### src/rtl/md_pkg.sv
// Shared types and constants for the md_ram_arbiter RAM-sharing block.
package md_pkg;

    localparam int ARB_FIXED = 0;
    localparam int ARB_RR    = 1;

    typedef enum logic [1:0] {
        IDLE,
        ACCESS,
        WAIT,
        DONE
    } md_arb_state_t;

    function automatic int md_be_width(input int dw);
        return dw / 8;
    endfunction

endpackage

### src/rtl/md_rr_pick.sv
// Combinational request picker: fixed-priority from index 0, or round-robin
// starting at a given index; returns a one-hot grant and its binary index.
module md_rr_pick
    import md_pkg::*;
#(
    parameter int CHANNELS = 2,
    localparam int IW = (CHANNELS > 1) ? $clog2(CHANNELS) : 1
) (
    input  logic [CHANNELS-1:0] req,
    input  logic [IW-1:0]       start,
    input  logic                mode_rr,
    output logic [CHANNELS-1:0] grant,
    output logic [IW-1:0]       grant_idx
);

    logic          found;
    logic [IW-1:0] cand;

    always_comb begin
        grant     = '0;
        grant_idx = '0;
        found     = 1'b0;
        cand      = '0;
        for (int i = 0; i < CHANNELS; i++) begin
            cand = mode_rr ? IW'((int'(start) + i) % CHANNELS) : IW'(i);
            if (!found && req[cand]) begin
                found       = 1'b1;
                grant[cand] = 1'b1;
                grant_idx   = cand;
            end
        end
    end

endmodule

### src/rtl/md_ram_arbiter.sv
// Time-shares one single-port synchronous RAM between several masters:
// one granted access per transfer, byte-lane writes, one-cycle ack pulse.
module md_ram_arbiter
    import md_pkg::*;
#(
    parameter int CHANNELS = 2,
    parameter int AW       = 15,
    parameter int DW       = 16,
    parameter int RD_LAT   = 1,
    parameter int MODE     = ARB_RR,
    localparam int BE      = md_be_width(DW),
    localparam int IW      = (CHANNELS > 1) ? $clog2(CHANNELS) : 1
) (
    input  logic                   MCLK,
    input  logic                   reset,
    input  logic [CHANNELS-1:0]    req,
    input  logic [CHANNELS-1:0]    we,
    input  logic [CHANNELS*AW-1:0] addr,
    input  logic [CHANNELS*DW-1:0] wdata,
    input  logic [CHANNELS*BE-1:0] be,
    output logic [CHANNELS-1:0]    ack,
    output logic [DW-1:0]          rdata,
    output logic [AW-1:0]          ram_addr,
    output logic [DW-1:0]          ram_data,
    output logic [BE-1:0]          ram_byteena,
    output logic                   ram_wren,
    input  logic [DW-1:0]          ram_q
);

    md_arb_state_t state_q, state_d;

    logic [CHANNELS-1:0] grant_q, grant_d, ack_q, ack_d, pick_grant;
    logic [IW-1:0]       last_q, last_d, pick_idx, start;
    logic                we_q, we_d;
    logic [1:0]          cnt_q, cnt_d;
    logic [DW-1:0]       rdata_q, rdata_d;
    logic [AW-1:0]       ram_addr_q, ram_addr_d;
    logic [DW-1:0]       ram_data_q, ram_data_d;
    logic [BE-1:0]       ram_be_q, ram_be_d, pick_be;
    logic                ram_wren_q, ram_wren_d;

    assign start   = IW'((int'(last_q) + 1) % CHANNELS);
    assign pick_be = be[int'(pick_idx)*BE +: BE];

    md_rr_pick #(.CHANNELS(CHANNELS)) u_pick (
        .req       (req),
        .start     (start),
        .mode_rr   (1'(MODE == ARB_RR)),
        .grant     (pick_grant),
        .grant_idx (pick_idx)
    );

    // The RAM port registers double as the request latches. IDLE ignores req
    // while ack is high, since the requester only updates req on that edge.
    always_comb begin
        state_d    = state_q;
        grant_d    = grant_q;
        last_d     = last_q;
        we_d       = we_q;
        cnt_d      = cnt_q;
        ack_d      = '0;
        rdata_d    = rdata_q;
        ram_addr_d = ram_addr_q;
        ram_data_d = ram_data_q;
        ram_be_d   = ram_be_q;
        ram_wren_d = 1'b0;
        case (state_q)
            IDLE: begin
                if ((|req) && (ack_q == '0)) begin
                    state_d    = ACCESS;
                    grant_d    = pick_grant;
                    last_d     = pick_idx;
                    we_d       = we[pick_idx];
                    ram_addr_d = addr[int'(pick_idx)*AW +: AW];
                    ram_data_d = wdata[int'(pick_idx)*DW +: DW];
                    ram_be_d   = pick_be;
                    ram_wren_d = we[pick_idx] & (|pick_be);
                end
            end
            ACCESS: begin
                state_d = (RD_LAT == 1) ? DONE : WAIT;
                cnt_d   = (RD_LAT > 1) ? 2'(RD_LAT - 2) : 2'd0;
            end
            WAIT: begin
                if (cnt_q == 2'd0) begin
                    state_d = DONE;
                end else begin
                    cnt_d = cnt_q - 2'd1;
                end
            end
            DONE: begin
                state_d = IDLE;
                ack_d   = grant_q;
                if (!we_q) begin
                    rdata_d = ram_q;
                end
            end
            default: state_d = IDLE;
        endcase
    end

    always_ff @(posedge MCLK) begin
        if (reset) begin
            state_q    <= IDLE;
            grant_q    <= '0;
            last_q     <= IW'(CHANNELS - 1);
            we_q       <= 1'b0;
            cnt_q      <= 2'd0;
            ack_q      <= '0;
            rdata_q    <= '0;
            ram_addr_q <= '0;
            ram_data_q <= '0;
            ram_be_q   <= '0;
            ram_wren_q <= 1'b0;
        end else begin
            state_q    <= state_d;
            grant_q    <= grant_d;
            last_q     <= last_d;
            we_q       <= we_d;
            cnt_q      <= cnt_d;
            ack_q      <= ack_d;
            rdata_q    <= rdata_d;
            ram_addr_q <= ram_addr_d;
            ram_data_q <= ram_data_d;
            ram_be_q   <= ram_be_d;
            ram_wren_q <= ram_wren_d;
        end
    end

    assign ack         = ack_q;
    assign rdata       = rdata_q;
    assign ram_addr    = ram_addr_q;
    assign ram_data    = ram_data_q;
    assign ram_byteena = ram_be_q;
    assign ram_wren    = ram_wren_q;

endmodule

### config.mk
export PLATFORM = sky130hd
export DESIGN_NAME = md_ram_arbiter
export DESIGN_NICKNAME = d
export VERILOG_FILES = /design/src/rtl/md_pkg.sv /design/src/rtl/md_rr_pick.sv /design/src/rtl/md_ram_arbiter.sv
export SDC_FILE = /design/constraint.sdc
export NUM_CORES = 1
export LEC_CHECK = 0
export ABC_AREA = 1
export CORE_ASPECT_RATIO = 0.7
export CORE_MARGIN = 10
export CORE_UTILIZATION = 37
export CTS_BUF_LIST = sky130_fd_sc_hd__clkbuf_16
export DETAILED_ROUTE_END_ITERATION = 8
export GPL_ROUTABILITY_DRIVEN = 0
export GPL_TIMING_DRIVEN = 0
export HOLD_SLACK_MARGIN = 0.08
export PLACE_DENSITY = 0.84
export SLEW_MARGIN = 20
export SYNTH_ARGS = -nofsm -noshare
export SYNTH_HDL_FRONTEND = slang
export SYNTH_SLANG_ARGS = --single-unit
### constraint.sdc
create_clock -name MCLK -period 1.25 [get_ports MCLK]
set_input_delay 0.25 -clock MCLK [delete_from_list [all_inputs] [get_ports MCLK]]
set_output_delay 0.25 -clock MCLK [all_outputs]
set_load 0.1 [all_outputs]
==> flow_summary.json <==
{
  "setup_viol": 27,
  "grt_setup_unrepaired": "yes",
  "dpl.hpwl_mm": 8.015,
  "fin_util_pct": 66.18,
  "yosys_warnings": 0,
  "crit_required_ns": 1.47,
  "cts_root_buffer": "clkbuf_16",
  "grt_max_degree": 17,
  "syn_nets": 521,
  "critPathTopFamily": "buffers and inverters",
  "leakage_uw": 0.002430,
  "clk_latency_ns": 0.32,
  "portBuffers": 138,
  "num_rows": 26,
  "viasPerCell": 4.759,
  "clock_skew_ns": 0.005259,
  "cts_tree": "done",
  "wl_mm": 10.77,
  "core_sq_um": 7417,
  "max_stage_delay_ns": 0.36,
  "ys_seq_elements": 60,
  "drv_cap": 0,
  "report.final.slew_viol_count": 0,
  "vias": 3274,
  "overflow": 0,
  "worstMarginPinSlew_ns": 0.4704,
  "slowest_stage": "dfxtp_4",
  "dieWidth_microns": 125.5,
  "power.total_uw": 8248,
  "worstSetupStartpointType": "flop",
  "grt_pass1_vias": 3300,
  "cts.sinks": 60,
  "relSlewSlack_pct": 68.64,
  "netlist_area_sq_um": 2880,
  "drt_iter0_drc": 179,
  "initial_core_util_pct": 38.83,
  "die_h_microns": 93.82,
  "dr.pass1.iters": 4,
  "antenna_cells": 0,
  "period_share_pct": 104.3,
  "wl_per_cell_microns": 15.66,
  "ys_types": 22,
  "cts_buffers": 9,
  "multiInputGateArea_sq_um": 1428,
  "end_kind": "flop",
  "hold_viol_final": 0,
  "layout.cells.most_common_list": "84 x clkdlybuf4s50_1, 83 x nand2_1, 71 x inv_1",
  "max_freq_ghz": 0.7669,
  "place_ws_ns": -0.5291,
  "htreeDepth": 3,
  "clk_pin_slew_ns": 0.05,
  "drive_gt1_share_pct": 30.68,
  "r2r_slack_ns": -0.05,
  "min_path_type": "in2reg",
  "violations": "setup timing",
  "syn2layout_area_growth_pct": 70.42,
  "setup_slack_ns": -0.05395,
  "crit_path_max_fanout": 8,
  "dieArea_sq_um": 11770,
  "power_per_cell_area_nw_per_um2": 1680,
  "drc": 0,
  "final.min_clock_period_ns": 1.304,
  "antenna_left": 0,
  "ir_worst_vdd_mv": 0.7822,
  "clockBufferDepth": 2,
  "netlist_instances": 428,
  "io-pin-count": 140,
  "antenna_found_initial": 0,
  "grt_pass1_wl_mm": 16.45,
  "path_cells": "inv_4, ha_4, nand3_4, inv_8, buf_6, nand3_1, nand2_1, inv_1",
  "regArea_sq_um": 1265,
  "hold_ws_ns": 0.3166,
  "status": "finished with violations",
  "synth.avg_cell_area_sq_um": 6.730,
  "grt_use_total_pct": 17.12,
  "layout.nets": 678,
  "nFillCells": 614,
  "cp.arrival_ns": 1.52,
  "cp.buffers_inverters": 4,
  "yosysSeqAreaShare_pct": 41.70,
  "crit_type": "reg2reg",
  "layout_commonest_cell": "clkdlybuf4s50_1"
}
[registers in the layout, indices dropped and copies added, names as in the netlist]
name         flops
last_q           1
grant_q          2
cnt_q            2
ram_wren         1
ram_addr        15
ack              2
we_q             1
ram_byteena      2
rdata           16
ram_data        16
state_q          2
[cells by family (layout without fill, tap and decap cells)]
family	after synthesis	in the layout	share of synthesized area, %
AND/OR/NAND/NOR	208	208	31.45
buffers and inverters	102	264	15.38
flip-flops	60	60	41.70
AO/OA/AOI/OAI	53	53	9.296
adder cells (fa/ha/maj)	5	5	2.172
[metal layers]
metal	global-route usage (%)	share of wire, %
met1	18.24	41
met2	30.76	50
met3	6.204	7.4
met4	6.119	1.0
met5	0	0
[cells in the mapped netlist, drive strengths merged]
cell	count	share of area, %
a21oi	35	6.1
nor2	45	6.2
clkbuf	1	0.13
dfxtp	60	42
inv	78	10
o21a	1	0.26
buf	23	5.1
nand3	72	13
nand2	89	12
ha	5	2.2
o21ai	17	3.0
and3	2	0.43
[final cells by class]
| type | instances | share of cell area (%) |
|---|---|---|
| Timing Repair Buffer | 147 | 27.20 |
| Tap cell | 98 | 2.498 |
| Multi-Input combinational cell | 266 | 29.08 |
| Inverter | 78 | 6.271 |
| Clock buffer | 9 | 4.588 |
| Clock inverter | 7 | 1.173 |
| Buffer | 23 | 3.416 |
| Sequential cell | 60 | 25.77 |
[through the flow]
stage	cell area, sq um	instances	TNS (ns)
after CTS	4751	687	-0.06267
after global routing	4908	688	-3.666
after global placement	4446	664	-40.85
after floorplan	2942	428	0
final	4908	688	-0.5525
after detailed placement	4446	664	-43.67
[power breakdown]
| group | total [uW] | internal (uW) | switching, uW |
|---|---|---|---|
| logic | 3550 | 1010 | 2540 |
| clock network | 2360 | 1510 | 845 |
| registers | 2340 | 2200 | 137 |
[worst paths after layout]
path / cells past startpoint / end / from
worst min-delay path: 4 / ram_addr[11] / reset
worst max register to register: 8 / ram_addr[8] / state_q[1]
worst max-delay path: 8 / ram_addr[8] / state_q[1]
worst min register to register: 1 / cnt_q[0] / cnt_q[0]
[tightest hold or removal path: stages]
cell and delay [ns]:
buf_2 0.20, a21oi_1 0.06, nand2_1 0.05, inv_1 0.03
[timing repair]
| action | 4_1_cts | 5_1_grt |
|---|---|---|
| buffers inserted | 5 | 1 |
| hold buffers | 0 | 0 |
| cloned | 3 | 0 |
| endpoints found under the setup margin | 108 | 52 |
| pin swaps | 5 | 11 |
| gates resized for setup | 348 | 37 |
No activity file was read; power rests on OpenSTA's default activity.
